<file path="config.mk">
export PLATFORM = sky130hd
export DESIGN_NAME = avalon_bus_master
export DESIGN_NICKNAME = d
export VERILOG_FILES = /design/src/rtl/avalon_bus_master.sv
export SDC_FILE = /design/constraint.sdc
export NUM_CORES = 1
export LEC_CHECK = 0
export ABC_AREA = 1
export BUFFER_PORTS_ARGS = -buffer_cell sky130_fd_sc_hd__buf_4
export CAP_MARGIN = 0
export CORE_MARGIN = 2
export CORE_UTILIZATION = 45
export CTS_CLUSTER_DIAMETER = 100
export CTS_CLUSTER_SIZE = 20
export DETAILED_ROUTE_END_ITERATION = 10
export GPL_ROUTABILITY_DRIVEN = 0
export GPL_TIMING_DRIVEN = 0
export PLACE_DENSITY = 0.8
export REMOVE_ABC_BUFFERS = 1
export SYNTH_ARGS = -nofsm -noshare
export SYNTH_HDL_FRONTEND = slang
export SYNTH_SLANG_ARGS = --single-unit
export TNS_END_PERCENT = 5
</file>
<file path="constraint.sdc">
create_clock -name clk -period 1.95 [get_ports clk]
set_clock_uncertainty 0.2 [all_clocks]
set_input_delay 0 -clock clk [delete_from_list [all_inputs] [get_ports clk]]
set_output_delay 0 -clock clk [all_outputs]
set_load 0.01 [all_outputs]
</file>
<file path="src/rtl/avalon_bus_master.sv">
// avalon_bus_master: single-word Avalon-MM initiator for the MIPS core load/store port.
// Optional stall timeout is compiled in by defining AVM_TIMEOUT_EN.
module avalon_bus_master #(
  parameter int READ_LATENCY   = 1,
  parameter int TIMEOUT_CYCLES = 256
) (
  input  logic        clk,
  input  logic        reset_n,
  input  logic        cpu_req,
  input  logic        cpu_we,
  input  logic [31:0] cpu_addr,
  input  logic [31:0] cpu_wdata,
  input  logic [3:0]  cpu_byteen,
  output logic        cpu_busy,
  output logic        cpu_done,
  output logic        cpu_err,
  output logic [31:0] cpu_rdata,
  output logic [31:0] address,
  output logic        read,
  output logic        write,
  output logic [31:0] writedata,
  output logic [3:0]  byteenable,
  input  logic [31:0] readdata,
  input  logic        waitrequest
);

  typedef enum logic [1:0] {IDLE, XFER, RLAT} state_t;

  state_t      state, state_next;
  logic [31:0] address_next, writedata_next, cpu_rdata_next;
  logic [3:0]  byteenable_next;
  logic        read_next, write_next;
  logic        cpu_busy_next, cpu_done_next, cpu_err_next;
  logic        timeout_hit;

  if (READ_LATENCY != 0 && READ_LATENCY != 1) begin : g_bad_latency
    $error("avalon_bus_master: READ_LATENCY must be 0 or 1");
  end
  if (TIMEOUT_CYCLES < 1 || TIMEOUT_CYCLES > 65535) begin : g_bad_timeout
    $error("avalon_bus_master: TIMEOUT_CYCLES must fit the 16-bit stall counter");
  end

`ifdef AVM_TIMEOUT_EN
  // The stall that brings the count to TIMEOUT_CYCLES is the one that aborts.
  localparam logic [15:0] STALL_LIMIT = 16'(TIMEOUT_CYCLES - 1);

  logic [15:0] stall_cnt, stall_cnt_next;

  assign timeout_hit = (state == XFER) && waitrequest && (stall_cnt == STALL_LIMIT);

  always_comb begin
    stall_cnt_next = stall_cnt;
    if (state == IDLE)
      stall_cnt_next = '0;
    else if (state == XFER && waitrequest)
      stall_cnt_next = stall_cnt + 16'd1;
  end

  always_ff @(posedge clk) begin
    if (!reset_n)
      stall_cnt <= '0;
    else
      stall_cnt <= stall_cnt_next;
  end
`else
  assign timeout_hit = 1'b0;
`endif

  always_ff @(posedge clk) begin
    if (!reset_n) begin
      state      <= IDLE;
      address    <= '0;
      writedata  <= '0;
      byteenable <= '0;
      read       <= 1'b0;
      write      <= 1'b0;
      cpu_busy   <= 1'b0;
      cpu_done   <= 1'b0;
      cpu_err    <= 1'b0;
      cpu_rdata  <= '0;
    end else begin
      state      <= state_next;
      address    <= address_next;
      writedata  <= writedata_next;
      byteenable <= byteenable_next;
      read       <= read_next;
      write      <= write_next;
      cpu_busy   <= cpu_busy_next;
      cpu_done   <= cpu_done_next;
      cpu_err    <= cpu_err_next;
      cpu_rdata  <= cpu_rdata_next;
    end
  end

  always_comb begin
    state_next = state;
    case (state)
      IDLE: begin
        if (cpu_req && cpu_addr[1:0] == 2'b00)
          state_next = XFER;
      end
      XFER: begin
        if (timeout_hit)
          state_next = IDLE;
        else if (!waitrequest)
          state_next = (read && READ_LATENCY == 1) ? RLAT : IDLE;
      end
      RLAT:    state_next = IDLE;
      default: state_next = IDLE;
    endcase
  end

  // Bus signals hold their values by default so they stay stable across stalls.
  always_comb begin
    address_next    = address;
    writedata_next  = writedata;
    byteenable_next = byteenable;
    read_next       = read;
    write_next      = write;
    cpu_busy_next   = cpu_busy;
    cpu_done_next   = 1'b0;
    cpu_err_next    = 1'b0;
    cpu_rdata_next  = cpu_rdata;
    case (state)
      IDLE: begin
        if (cpu_req) begin
          if (cpu_addr[1:0] != 2'b00) begin
            cpu_err_next = 1'b1;
          end else begin
            address_next    = cpu_addr;
            writedata_next  = cpu_wdata;
            byteenable_next = cpu_we ? cpu_byteen : 4'b1111;
            read_next       = !cpu_we;
            write_next      = cpu_we;
            cpu_busy_next   = 1'b1;
          end
        end
      end
      XFER: begin
        if (timeout_hit) begin
          read_next     = 1'b0;
          write_next    = 1'b0;
          cpu_busy_next = 1'b0;
          cpu_err_next  = 1'b1;
        end else if (!waitrequest) begin
          read_next  = 1'b0;
          write_next = 1'b0;
          if (write || READ_LATENCY == 0) begin
            cpu_busy_next = 1'b0;
            cpu_done_next = 1'b1;
            if (read)
              cpu_rdata_next = readdata;
          end
        end
      end
      RLAT: begin
        cpu_rdata_next = readdata;
        cpu_busy_next  = 1'b0;
        cpu_done_next  = 1'b1;
      end
      default: begin
        read_next     = 1'b0;
        write_next    = 1'b0;
        cpu_busy_next = 1'b0;
      end
    endcase
  end

endmodule
</file>
==> results_dict.tcl, run 1 <==
set metrics [dict create \
    outcome "complete, no violations" \
    critPathTopFamily "simple AND/OR/NAND/NOR gates" \
    htreeDepth 3 \
    cp-end-kind "register" \
    antenna_left 0 \
    power_w 0.00507 \
    drv_slew 0 \
    cts_root_buf "clkbuf_8" \
    synth_top_area_share_pct 54.0 \
    max_freq_mhz 519 \
    synthTopCellsByArea "dfxtp_1 (54%), nand2_1 (13%), nor2_1 (7.7%)" \
    max-cap-violations 0 \
    cts_tree "built" \
    wl_per_cell_um 17.1 \
    drc 0 \
    p_leak_nw 3.10 \
    finalHoldViolCount 0 \
    setup-tns-final_ns 0 \
    drive_gt1_share_pct 33.7 \
    synth-edff-count 0 \
    cts.reportedPaths.clkPinSlew_ns 0.11 \
    cts_buffers 9 \
    synth_ff_type "dfxtp_1" \
    syn-instance-count 503 \
    grt_use_total_pct 30.9 \
    grt-ovfl-total 0 \
    synth_area_leader_cell "dfxtp_1" \
    vdd_drop_max_mv 0.394 \
    arrival_ns 1.98 \
    totalWireLength_mm 15.8 \
    slew_headroom_pct 22.4 \
    hpwl_mm 7.82 \
    worst-path-max-fanout 32 \
    crit_path_max_incr_delay_ns 0.35 \
    die_w_um 97.9 \
    die_h_um 97.9 \
    critical_path_buf_inv_count 3 \
    diodes 0 \
    synth_seq_cells 107 \
    ys.warnings.count 0 \
    synthArstFlopShare_pct 0 \
    nNetsFinal 925 \
    synth.most_common_cell "nand2_1" \
    cts_sinks 107 \
    synth_common_cells "nand2_1 (136), dfxtp_1 (107), nor2_1 (81), a21oi_1 (56), o21ai_0 (37)" \
    die_area_mm2 0.00959 \
    portBuffers 209 \
    crit_chain "inv_2 > ha_2 > inv_2 > nor2_2 > nor2_4 > nand2_4 > clkinv_8 > nor2_1 > nor2_1" \
    reg2reg_slack_ns 0.02 \
    via_count 4837 \
    fill_cells 507 \
    core_mm2 0.00864 \
    synth_cell_types 21 \
    worst_pin_slew_ns 1.16 \
    vias_per_cell 5.22 \
    required_ns 2.01 \
    path_class "register to register" \
    period_needed_ns 1.93 \
    drt_iter0_drc 252 \
    start_util_pct 46.0 \
    grt_pass1_wl_mm 23.9 \
    avgSynthCellArea_um2 7.89 \
    first_pass_iters 4 \
    syn2layout_area_growth_pct 75.3 \
    setup_viol 0 \
    yosysSeqAreaShare_pct 54.0 \
    clock_path_buffers 2 \
    clock_latency_ns 0.36 \
    slowest_stage "dfxtp_2" \
    fin_crit_sh_pct 98.7 \
    p_per_area_mw_per_mm2 729 \
    grt_antenna_before_repair 0 \
    cp.depth 9 \
    syn_area_mm2 0.00397 \
    grt_pass1_vias 5034 \
    hold_path.class "primary input to register" \
    io_pins 210 \
    rows 34 \
    reg2regPathDepth 9 \
    crit_path_start_kind "register" \
    grt_max_degree 64 \
    hold_path_depth 4 \
]
==> state kept, by name, indices dropped and copies added, names as in the netlist, 2 cells and up <==
register and count:
address 32, state 2, writedata 32, byteenable 4
cpu_rdata 32
==> worst reg2reg max path, stage by stage, from the launching register on <==
cell and delay (ns):
dfxtp_2 0.35, inv_2 0.12, ha_2 0.25, inv_2 0.06, nor2_2 0.14, nor2_4 0.07, nand2_4 0.16, clkinv_8 0.17
nor2_1 0.21, nor2_1 0.09
==> path summary, 6_finish.rpt <==
| kind | end | start |
|---|---|---|
| worst max register to register | cpu_rdata[8] | state[1] |
| worst min-delay path | address[24] | cpu_addr[24] |
| worst min register to register | address[18] | address[18] |
| worst max-delay path | cpu_rdata[8] | state[1] |
==> power by group <==
group	switching [W]	leakage, nW	internal [W]
sequential	0.000109	0.871	0.00236
combinational	0.000688	2.15	0.000686
clock	0.000752	0.0799	0.000471
total	0.00155	3.10	0.00352
==> metrics by stage <==
step	cells	util (%)	hold WS, ns	cell area (µm²)	setup WS (ns)
3_3_place_gp	789	63.5	0.0236	5490	-1.93
4_1_cts	921	79.6	0.211	6880	0.0229
6_report	927	80.6	0.223	6960	0.0248
3_5_place_dp	789	63.5	0.0337	5490	-2.02
2_1_floorplan	472	-	-0.0787	3780	-0.984
5_1_grt	927	80.6	0.231	6960	-0.0434
==> cells by family (layout without fill, tap and decap cells) <==
logic type	count (synthesis)	count (layout)	synth area share, %
DFF	107	107	54.0
buffers and inverters	48	361	6.33
and+or+nand+nor	238	241	23.8
AOI/OAI and AO/OA	104	104	14.1
adders and majority gates	6	6	1.89
==> layout make-up <==
cell class	instances	area [µm²]	share of cell area [%]
multi-input cells	351	1660	23.9
repair buffers	327	2750	39.4
clock buffers	11	131	1.89
repair inverters	1	11.3	0.162
inverters	17	92.6	1.33
flip-flops and latches	107	2140	30.8
clock inverters	5	37.5	0.539
well taps	108	135	1.94
==> metal layers <==
metal | vias up | track usage, % | part of all wire, %
met4 | 0 | 20.7 | 6.7
li1 | 2228 | - | -
met2 | 251 | 57.3 | 53
met5 | - | 0 | 0
met3 | 99 | 6.30 | 5.2
met1 | 2259 | 30.8 | 35
==> layout by cell type, fill, tap and decap left out, drive strengths merged <==
master and n:
buf 220, nand2 147, dlygate4sd3 107, dfxtp 107, nor2 82, a21oi 66, o21ai 38, inv 18
clkbuf 11, nand3 8, ha 6, nand4 3, clkinv 3, clkinvlp 2, nor4 1
==> repair_timing <==
item / 4_1_cts / 5_1_grt
resized for setup: 14 / 15
hold buffers: 108 / 0
pin swaps: 1 / 1
endpoints found under the setup margin: 100 / 85
setup buffers: 5 / 5
hold endpoints to repair: 107 / 0
gates cloned: 3 / 1
Power figures use the tool's default switching activity.
==> run 2: changes to the inputs <==
==> constraint.sdc (replaced) <==
create_clock -name clk -period 1.95 [get_ports clk]
set_clock_uncertainty 0.2 [all_clocks]
set_input_delay 0.195 -clock clk [delete_from_list [all_inputs] [get_ports clk]]
set_output_delay 0.195 -clock clk [all_outputs]
set_load 0.01 [all_outputs]
==> results_dict.tcl, run 2 (synthesized netlist as in run 1, its figures left out) <==
set metrics [dict create \
    outcome "complete, no violations" \
    diodes 0 \
    vias_per_cell 5.18 \
    combinationalPowerShare_pct 26.4 \
    core_mm2 0.00864 \
    power.switching_w 0.00155 \
    max_freq_mhz 531 \
    grt_pass1_vias 4848 \
    internal-power_w 0.00349 \
    die_h_um 97.9 \
    die_w_um 97.9 \
    crit_path_start_kind "register" \
    worst_pin_slew_ns 1.17 \
    die_area_mm2 0.00959 \
    placedInstanceArea_mm2 0.00549 \
    fin_crit_sh_pct 96.6 \
    period_needed_ns 1.88 \
    grt_max_degree 64 \
    cp-end-kind "register" \
    grt_antenna_before_repair 0 \
    worst-path-max-fanout 32 \
    switching_share_pct 30.7 \
    critical_path_buf_inv_count 2 \
    antenna_left 0 \
    clock_latency_ns 0.37 \
    final_cell_mix "buf_4 (213), nand2_1 (134), dfxtp_1 (107)" \
    finalHoldViolCount 0 \
    drt_iter0_drc 211 \
    crit_path_max_incr_delay_ns 0.38 \
    via_count 4750 \
    reg_top3 "address x32, cpu_rdata x32, writedata x32" \
    required_ns 2.01 \
    p_leak_nw 3.04 \
    rows 34 \
    slowest_stage "dfxtp_1" \
    p_per_area_mw_per_mm2 735 \
    start_util_pct 46.0 \
    slew_headroom_pct 22.1 \
    multi_input_area_mm2 0.00167 \
    portBuffers 209 \
    cts_buffers 9 \
    max-cap-violations 0 \
    fin_area_mm2 0.00686 \
    ff_latch_area_mm2 0.00214 \
    drv_slew 0 \
    hold_path.class "primary input to register" \
    setup_viol 0 \
    clock_path_buffers 2 \
    wl_per_cell_um 16.7 \
    cts.reportedPaths.clkPinSlew_ns 0.10 \
    arrival_ns 1.94 \
    sequentialPowerShare_pct 49.0 \
    vdd_drop_max_mv 0.411 \
    totalWireLength_mm 15.3 \
    cts_root_buf "clkbuf_8" \
    cts_tree "built" \
    power_w 0.00504 \
    htreeDepth 3 \
    drc 0 \
    syn2layout_area_growth_pct 72.7 \
    fill_cells 522 \
    io_pins 210 \
    path_class "register to register" \
    crit_chain "inv_1 > ha_1 > nand2_1 > nand2_2 > nand2_4 > clkinv_8 > nor2_2 > nor2_1" \
    drive_gt1_share_pct 33.0 \
    cts_sinks 107 \
    p_clk_share_pct 24.5 \
    first_pass_iters 5 \
    critPathTopFamily "simple AND/OR/NAND/NOR gates" \
    hpwl_mm 7.82 \
    grt-ovfl-total 0 \
    grt_use_total_pct 30.1 \
    grt_pass1_wl_mm 23.1 \
    nNetsFinal 915 \
    final_common_cell "buf_4" \
]
-- run 2: repair_timing --
item	in CTS	in global routing
setup endpoints to repair	100	71
gates resized for setup	14	10
hold buffers	101	0
gates cloned	3	3
pin swaps	1	2
setup buffers	5	0
hold endpoints to repair	101	0
-- run 2: power by group through the flow --
stage | sequential (W) | combinational (W) | clock (W)
floorplan | 0.00258 | 0.000390 | 0
global placement | 0.00250 | 0.000994 | 0
detailed placement | 0.00251 | 0.00102 | 0
CTS | 0.00246 | 0.00125 | 0.00124
global route | 0.00249 | 0.00144 | 0.00133
finish | 0.00247 | 0.00133 | 0.00124
-- run 2: cell type report --
cell class,count,share of cell area (%)
clock buffer,11,1.92
clock inverter,5,0.548
inverter,17,1.35
multi-input combinational,353,24.4
sequential,107,31.2
tap,108,1.97
timing repair buffer,315,38.4
timing repair inverter,1,0.237
-- run 2: per-layer routing --
layer / global-route usage (%) / wire length [µm] / vias up
li1: - / - / 2208
met1: 30.3 / 5450 / 2216
met2: 55.3 / 8070 / 234
met3: 7.16 / 828 / 92
met4: 18.8 / 1000 / 0
met5: 0 / 0 / -
-- run 2: final timing paths --
check	startpoint	to	slack, ns	cells past startpoint
worst max-delay path	state[0]	cpu_rdata[16]	0.07	8
worst min-delay path	cpu_addr[1]	cpu_err	0.02	3
worst max register to register	state[0]	cpu_rdata[16]	0.07	8
worst min register to register	writedata[17]	writedata[17]	0.27	2
-- run 2: tightest hold or removal path, stage by stage --
cell and delay [ns]:
buf_4 0.09, nor2_2 0.09, nor4_1 0.17
-- run 2: stage by stage --
stage	utilization [%]	instances	hold slack [ns]	worst slack [ns]	TNS (ns)
5_1_grt	79.4	917	0.0581	-0.0576	-0.256
4_1_cts	78.7	914	0.0338	0.0222	0
3_3_place_gp	63.5	789	0.219	-1.93	-129.49
3_5_place_dp	63.5	789	0.229	-2.02	-139.34
6_report	79.4	917	0.0218	0.0660	0
2_1_floorplan	-	472	0.116	-0.984	-54.43
==> run 3: changes to the inputs <==
GPL_ROUTABILITY_DRIVEN = 1   (was 0)
PLACE_DENSITY = 0.86   (was 0.8)
==> results_dict.tcl, run 3 (synthesized netlist as in run 1, its figures left out) <==
set metrics [dict create \
    outcome "complete, no violations" \
    totalWireLength_mm 15.5 \
    antenna_left 0 \
    reg_top3 "address x32, cpu_rdata x32, writedata x32" \
    cts_buffers 9 \
    required_ns 1.94 \
    rows 34 \
    arrival_ns 1.88 \
    grt_pass1_wl_mm 22.9 \
    gp_congestion 0.834 \
    p_per_area_mw_per_mm2 733 \
    cts_tree "built" \
    die_area_mm2 0.00959 \
    p_leak_nw 3.07 \
    diodes 0 \
    syn2layout_area_growth_pct 73.3 \
    dp_slack_ns -2.03 \
    met2_length_mm 8.10 \
    path_class "register to register" \
    fin_crit_sh_pct 97.0 \
    hold_path.class "primary input to register" \
    hold_slack_ns 0.0252 \
    finalHoldViolCount 0 \
    grt_pass1_vias 4844 \
    dr.max_layer_used "met4" \
    grt_antenna_before_repair 0 \
    grt_use_total_pct 29.9 \
    setup_viol 0 \
    max-cap-violations 0 \
    rsz0062_at_grt "true" \
    setup-tns-final_ns 0 \
    drive_gt1_share_pct 33.3 \
    die_h_um 97.9 \
    period_needed_ns 1.89 \
    cp-end-kind "register" \
    drt_iter0_drc 202 \
    max_freq_mhz 529 \
    core_mm2 0.00864 \
    cts.reportedPaths.clkPinSlew_ns 0.11 \
    vias_per_cell 5.18 \
    cts_root_buf "clkbuf_8" \
    io_pins 210 \
    dp_cells 789 \
    first_pass_iters 5 \
    clock_latency_ns 0.35 \
    portBuffers 209 \
    wl_per_cell_um 16.9 \
    crit_path_start_kind "register" \
    drt-met1-wl_mm 5.57 \
    die_w_um 97.9 \
    htreeDepth 3 \
    drv_slew 0 \
    cts_sinks 107 \
    slew_headroom_pct 21.1 \
    vdd_drop_max_mv 0.514 \
    worst_pin_slew_ns 1.18 \
    via_count 4775 \
    final_cell_mix "buf_4 (217), nand2_1 (134), dfxtp_1 (107)" \
    nNetsFinal 919 \
    final_common_cell "buf_4" \
    final.setup.worst_slack_ns 0.0591 \
    worst-path-max-fanout 32 \
    grt-ovfl-total 0 \
    hpwl_mm 7.77 \
    clock_path_buffers 2 \
    drc 0 \
    grt_max_degree 64 \
    met3_length_um 907 \
    power_w 0.00504 \
    start_util_pct 46.0 \
    fin_cells 921 \
]
-- run 3: cell count changes in the layout (fill, tap and decap cells not counted), sizes merged --
cell | before | now
inv | 17 | 19
nand2 | 149 | 147
clkinv | 4 | 5
buf | 214 | 218
clkbuf | 11 | 12
dlygate4sd3 | 101 | 100
clkinvlp | 2 | 1
-- run 3: repair_timing --
action | 4_1_cts | 5_1_grt
cloned | 3 | 3
setup endpoints to repair | 100 | 90
endpoints found under the hold margin | 100 | 0
hold buffers | 100 | 0
gates resized for setup | 13 | 17
setup buffers | 2 | 8
pin swaps | 1 | 3
-- run 3: critical path, stage by stage, from the launching register on --
cell and delay [ns]:
dfxtp_1 0.35, inv_1 0.19, ha_4 0.25, nand3_4 0.36
nand2_1 0.25, a21oi_1 0.11
-- run 3: path summary, 6_finish.rpt --
check	start	endpoint	slack, ns	depth (start not counted)
setup / recovery	state[0]	writedata[7]	0.06	5
hold / removal	cpu_we	write	0.03	5
setup reg to reg	state[0]	writedata[7]	0.06	5
hold reg to reg	address[1]	address[1]	0.26	2
-- run 3: layer usage --
layer,up-vias,global-route usage (%)
li1,2214,-
met1,2215,31.2
met2,260,55.0
met3,86,5.23
met4,0,19.1
met5,-,0
-- run 3: metrics by stage --
stage,utilization (%),area (µm²)
4_1_cts,78.2,6750
2_1_floorplan,-,3780
3_5_place_dp,63.5,5490
5_1_grt,79.7,6880
6_report,79.7,6880
3_3_place_gp,63.5,5490
-- run 3: layout make-up --
cell class,instances,area [µm²]
Fill cell,489,1750
Tap cell,108,135
Timing Repair inverter,3,33.8
Timing Repair Buffer,319,2660
Clock buffer,11,131
Clock inverter,5,38.8
Multi-Input combinational cell,351,1650
Sequential cell,107,2140
Inverter,17,92.6
-- run 3: power by group --
part           internal [W]  switching, W  total (W)
registers           0.00236      0.000105    0.00247
logic              0.000675      0.000682    0.00136
clock network      0.000474      0.000745    0.00122
